## config.mk

```make
export PLATFORM = sky130hd
export DESIGN_NAME = iq_demod_decimator
export DESIGN_NICKNAME = d
export VERILOG_FILES = /design/src/rtl/iq_demod_decimator.sv
export SDC_FILE = /design/constraint.sdc
export NUM_CORES = 2
export LEC_CHECK = 0
export ABC_AREA = 0
export CAP_MARGIN = 20
export CORE_MARGIN = 2
export CORE_UTILIZATION = 24
export DETAILED_ROUTE_END_ITERATION = 12
export GPL_TIMING_DRIVEN = 0
export MAX_ROUTING_LAYER = met4
export SLEW_MARGIN = 20
export SYNTH_ARGS = -nofsm -noshare
export SYNTH_HDL_FRONTEND = slang
export SYNTH_SLANG_ARGS = --single-unit
```

## constraint.sdc

```tcl
create_clock -name clk -period 11.8 [get_ports clk]
set_clock_uncertainty 0.05 [all_clocks]
set_input_delay 1.18 -clock clk [delete_from_list [all_inputs] [get_ports clk]]
set_output_delay 1.18 -clock clk [all_outputs]
set_load 0.005 [all_outputs]
```

## src/rtl/iq_demod_decimator.sv

```systemverilog
// iq_demod_decimator: mixes ADC samples with the NCO cos/sin and decimates the I/Q products by accumulate-and-dump
module iq_demod_decimator #(
  parameter int ADC_BITS = 14,
  parameter int AMPLITUDE_BITS = 14,
  parameter int DECIM_LOG2 = 10,
  parameter int OUT_WIDTH = 32
)(
  input  logic                                clk,
  input  logic                                rst,
  input  logic signed [ADC_BITS-1:0]          s_axis_tdata,
  input  logic                                s_axis_tvalid,
  output logic                                s_axis_tready,
  input  logic signed [AMPLITUDE_BITS-1:0]    SINE_WAVE,
  input  logic signed [AMPLITUDE_BITS-1:0]    COS_WAVE,
  output logic        [2*OUT_WIDTH-1:0]       m_axis_tdata,
  output logic                                m_axis_tvalid,
  input  logic                                m_axis_tready,
  input  logic                                OVERRUN_CLR,
  output logic                                OVERRUN
);
  localparam int P = ADC_BITS + AMPLITUDE_BITS;
  localparam int A = P + DECIM_LOG2;
  localparam int SH = A > OUT_WIDTH ? A - OUT_WIDTH : 0;
  localparam int W = A > OUT_WIDTH ? A : OUT_WIDTH;
  logic                   accept, pv, dump, dv;
  logic signed [P-1:0]    pi, pq;
  logic signed [A-1:0]    acc_i, acc_q, sum_i, sum_q;
  logic signed [W-1:0]    ext_i, ext_q;
  logic [DECIM_LOG2-1:0]  cnt;
  logic [2*OUT_WIDTH-1:0] dump_w;
  assign accept = s_axis_tvalid && s_axis_tready;
  assign dump = pv && (cnt == '1);
  assign sum_i = acc_i + A'(pi);
  assign sum_q = acc_q + A'(pq);
  // widen first so one shift covers both the truncating and the sign-extending case
  assign ext_i = W'(sum_i) >>> SH;
  assign ext_q = W'(sum_q) >>> SH;
  always_ff @(posedge clk or posedge rst)
    if (rst) begin
      s_axis_tready <= 1'b0;
      pv <= 1'b0;
      pi <= '0;
      pq <= '0;
      acc_i <= '0;
      acc_q <= '0;
      cnt <= '0;
      dv <= 1'b0;
      dump_w <= '0;
      m_axis_tdata <= '0;
      m_axis_tvalid <= 1'b0;
      OVERRUN <= 1'b0;
    end else begin
      s_axis_tready <= 1'b1;
      pv <= accept;
      if (accept) begin
        pi <= P'(s_axis_tdata) * P'(COS_WAVE);
        pq <= P'(s_axis_tdata) * P'(SINE_WAVE);
      end
      if (pv) begin
        cnt <= cnt + DECIM_LOG2'(1);
        acc_i <= dump ? '0 : sum_i;
        acc_q <= dump ? '0 : sum_q;
      end
      dv <= dump;
      if (dump) dump_w <= {ext_q[OUT_WIDTH-1:0], ext_i[OUT_WIDTH-1:0]};
      // a fresh word always wins over the handshake and replaces any unconsumed one
      if (dv) begin
        m_axis_tdata <= dump_w;
        m_axis_tvalid <= 1'b1;
      end else if (m_axis_tready) m_axis_tvalid <= 1'b0;
      OVERRUN <= (dv && m_axis_tvalid && !m_axis_tready) || (OVERRUN && !OVERRUN_CLR);
    end
endmodule

```

==> run_results.csv <==
group,metric,value,unit
clock_tree,clk_latency,0.55,ns
synthesis,ys_ff_latch,275,
sta,slew_violations,0,
routing,antenna_left,0,
sta,setup_violations,0,
placement,place_congestion,0.8955,
sta,finalCriticalPeriod,8.180,ns
synthesis,avgSynthCellArea,9.592,um^2
layout,drive_above_1_share,0.04807,
worst_setup_path,crit_required,12.14,ns
clock_tree,clkTransAtPathRegs,0.06,ns
sta,worst_slew_pin_slew,1.024,ns
floorplanning,rows,126,
placement,dp_cells,4612,
clock_tree,clock-root-buffer,"clkbuf_16",
floorplanning,dieArea,121700,um^2
layout,seq_area,6882,um^2
sta,hold_viol,0,
floorplanning,io_pins,114,
worst_setup_path,end_kind,"flip-flop",
synthesis,synth_edf_count,0,
clock_tree,cts_resized,0,
layout,final_nets,3762,
worst_setup_path,path_max_fanout,10,
worst_setup_path,critPathKind,"primary input to flip-flop",
layout,stdcell_count,4683,
sta,rsz0062_at_grt,"false",
synthesis,ys_async_sr_fraction,1.000,
routing,wire_per_inst,15.98,um
synthesis,seq_area_frac_synth,0.2411,
placement,dp_slack,3.171,ns
synthesis,ys_types,66,
routing,vias,20730,
synthesis,ys_warn_count,0,
sta,relSlewSlack,0.3172,
worst_setup_path,critPathLaunchType,"primary input",
layout,multi_input_area,19210,um^2
layout,syn_to_final_growth,14.88,%
clock_tree,cts_made_buffers,36,
global_route,grt-ovfl-total,0,
clock_tree,holdBufCountCts,0,
routing,drt_wl_total,74830,um
floorplanning,die_h,348.8,um
clock_tree,cts_tree,"built",
synthesis,synth-main-ff-cell,"dfrtp_1",
global_route,grt_pass1_wl,119800,um
clock_tree,clock_path_buffers,3,
sta,setup_slack,3.620,ns
synthesis,syn_area,28540,um^2
clock_tree,htree_levels,2,
synthesis,synth_cells,2975,
routing,drc,0,
floorplanning,start_util,0.2420,
global_route,grt_max_degree,95,
placement,hpwlAfterDp,61360,um
run_status,status,"finished clean",
layout,nFillCells,12570,
clock_tree,postCtsSetupRepairBufs,0,
global_route,grt_pass1_vias,21380,
sta,finalSetupTns,0,ns
synthesis,synth_nets,3623,
floorplanning,fp.coreArea,117900,um^2
routing,drtIter0Drc,1200,
layout,postLayoutCoreUtil,0.2780,
placement,placement.io_buffers,99,
global_route,antenna_found_initial,14,
worst_setup_path,cp_data_arrival_time,8.52,ns
clock_tree,cts.sinks,275,
sta,max_freq,122.3,MHz
floorplanning,die_w,348.8,um
routing,drt_first_pass_iters,5,
sta,period_share,0.6932,
worst_hold_path,hold_class,"flip-flop to flip-flop",
routing,via_per_inst,4.427,
global_route,track_usage,0.1285,
job,maxCapViolations,0,
[stage by stage]
stage | area [um^2] | hold slack, ns
detailed placement | 31510 | 0.4057
global placement | 31450 | 0.4024
global route | 32780 | 0.4400
finish | 32780 | 0.4155
CTS | 32770 | 0.4175
floorplan | 28540 | 0.3842
[worst max-delay path, cell delays in order]
cell and delay [ns]:
clkdlybuf4s50_1 0.76, buf_1 0.48, and2_1 0.23, fa_1 0.42
inv_1 0.09, fa_1 0.40, inv_1 0.08, fa_1 0.42
ha_1 0.31, fa_1 0.48, inv_1 0.05, fa_1 0.47
inv_1 0.04, ha_1 0.21, a2111oi_0 0.68, o31ai_1 0.27
o31ai_1 0.61, o311ai_1 0.27, a31o_2 0.29, a21oi_1 0.17
xor2_1 0.44, o21ai_0 0.13
[synthesized netlist by cell type (4+ instances only)]
| cell type | n | share of area |
|---|---|---|
| or2_2 | 4 | 0.00088 |
| o21bai_1 | 19 | 0.0050 |
| dfrtp_1 | 275 | 0.24 |
| o21a_1 | 22 | 0.0058 |
| ha_1 | 209 | 0.092 |
| o21ai_0 | 149 | 0.026 |
| a211oi_1 | 11 | 0.0029 |
| a31o_2 | 5 | 0.0015 |
| nor3_1 | 19 | 0.0033 |
| a21o_1 | 72 | 0.019 |
| o211ai_1 | 4 | 0.0011 |
| a21oi_1 | 78 | 0.014 |
| and4_1 | 4 | 0.0012 |
| nor2b_1 | 17 | 0.0037 |
| nand4_1 | 10 | 0.0022 |
| or3_1 | 7 | 0.0015 |
| clkbuf_1 | 109 | 0.014 |
| nand2b_1 | 19 | 0.0042 |
| inv_1 | 529 | 0.070 |
| mux2_2 | 69 | 0.027 |
| xnor2_1 | 75 | 0.023 |
| nand2_1 | 340 | 0.045 |
| xor2_1 | 55 | 0.017 |
| fa_1 | 392 | 0.27 |
| nor2_1 | 66 | 0.0087 |
| o41ai_1 | 4 | 0.0012 |
| buf_1 | 11 | 0.0014 |
| o22ai_1 | 61 | 0.013 |
| o21ai_1 | 4 | 0.00070 |
| and2_1 | 208 | 0.046 |
| o31ai_1 | 16 | 0.0042 |
| nand3_1 | 29 | 0.0051 |
| a31oi_1 | 14 | 0.0031 |
| and3_1 | 18 | 0.0039 |
| a211o_1 | 4 | 0.0012 |
[metal layers]
| metal | track usage | part of all wire | vias up |
|---|---|---|---|
| li1 | - | - | 9767 |
| met1 | 0.1783 | 0.47 | 10410 |
| met2 | 0.1968 | 0.45 | 481 |
| met3 | 0.02193 | 0.057 | 77 |
| met4 | 0.02604 | 0.018 | 0 |
| met5 | - | 0 | - |
[final timing paths]
path                                     to  cells after the start        start  slack, ns
max                                  pi[24]                     22  COS_WAVE[3]       3.62
min                                  cnt[5]                      1       cnt[5]       0.42
max reg2reg                       acc_i[36]                     12        pi[0]       8.03
min reg2reg                          cnt[5]                      1       cnt[5]       0.42
max in group asynchronous  m_axis_tdata[49]                      4          rst       9.19
min in group asynchronous  m_axis_tdata[14]                      2          rst       1.10
[placed cells by master (no fill, tap or decap), types with 14 or more instances in the layout]
cell type / Yosys / routed
clkbuf_1: 109 / 112
clkdlybuf4s50_1: 0 / 99
a21oi_1: 78 / 78
inv_1: 529 / 528
nor2b_1: 17 / 17
a21o_1: 72 / 72
and2_1: 208 / 208
fa_1: 392 / 392
nand2b_1: 19 / 19
o31ai_1: 16 / 16
clkbuf_16: 0 / 36
nor2_1: 66 / 66
nand3_1: 29 / 29
nand2_1: 340 / 340
o21a_1: 22 / 22
mux2_2: 69 / 69
o21bai_1: 19 / 19
a31oi_1: 14 / 14
dfrtp_1: 275 / 275
and3_1: 18 / 18
xnor2_1: 75 / 75
ha_1: 209 / 209
xor2_1: 55 / 55
o22ai_1: 61 / 61
nor3_1: 19 / 19
o21ai_0: 149 / 149
[layout make-up]
type                       instances  area share
antenna                            6   0.0004580
buffer                           121     0.01389
clock buffer                      47     0.03118
clock inverter                    18    0.007099
inverter                         531     0.06103
multi-input combinational       2048      0.5859
sequential                       275      0.2099
tap                             1536     0.05862
timing repair buffer             101     0.03191
[sequential cells by signal, indices dropped and copies added (netlist names)]
register,flops
OVERRUN,1
acc_i,38
acc_q,38
cnt,10
dump_w,64
dv,1
m_axis_tdata,64
m_axis_tvalid,1
pi,28
pq,28
pv,1
s_axis_tready,1
[kinds of logic after synthesis]
family	share of synthesized area
AOI/OAI and AO/OA	0.1104
xor gates and xnor gates	0.04148
adders and majority gates	0.3666
buffers and inverters	0.08580
DFF	0.2411
muxes	0.02758
other	0.0001314
and+or+nand+nor	0.1268
Power is not shown: default switching activity piles up to over one toggle a cycle in this logic, so the estimate is an artifact.
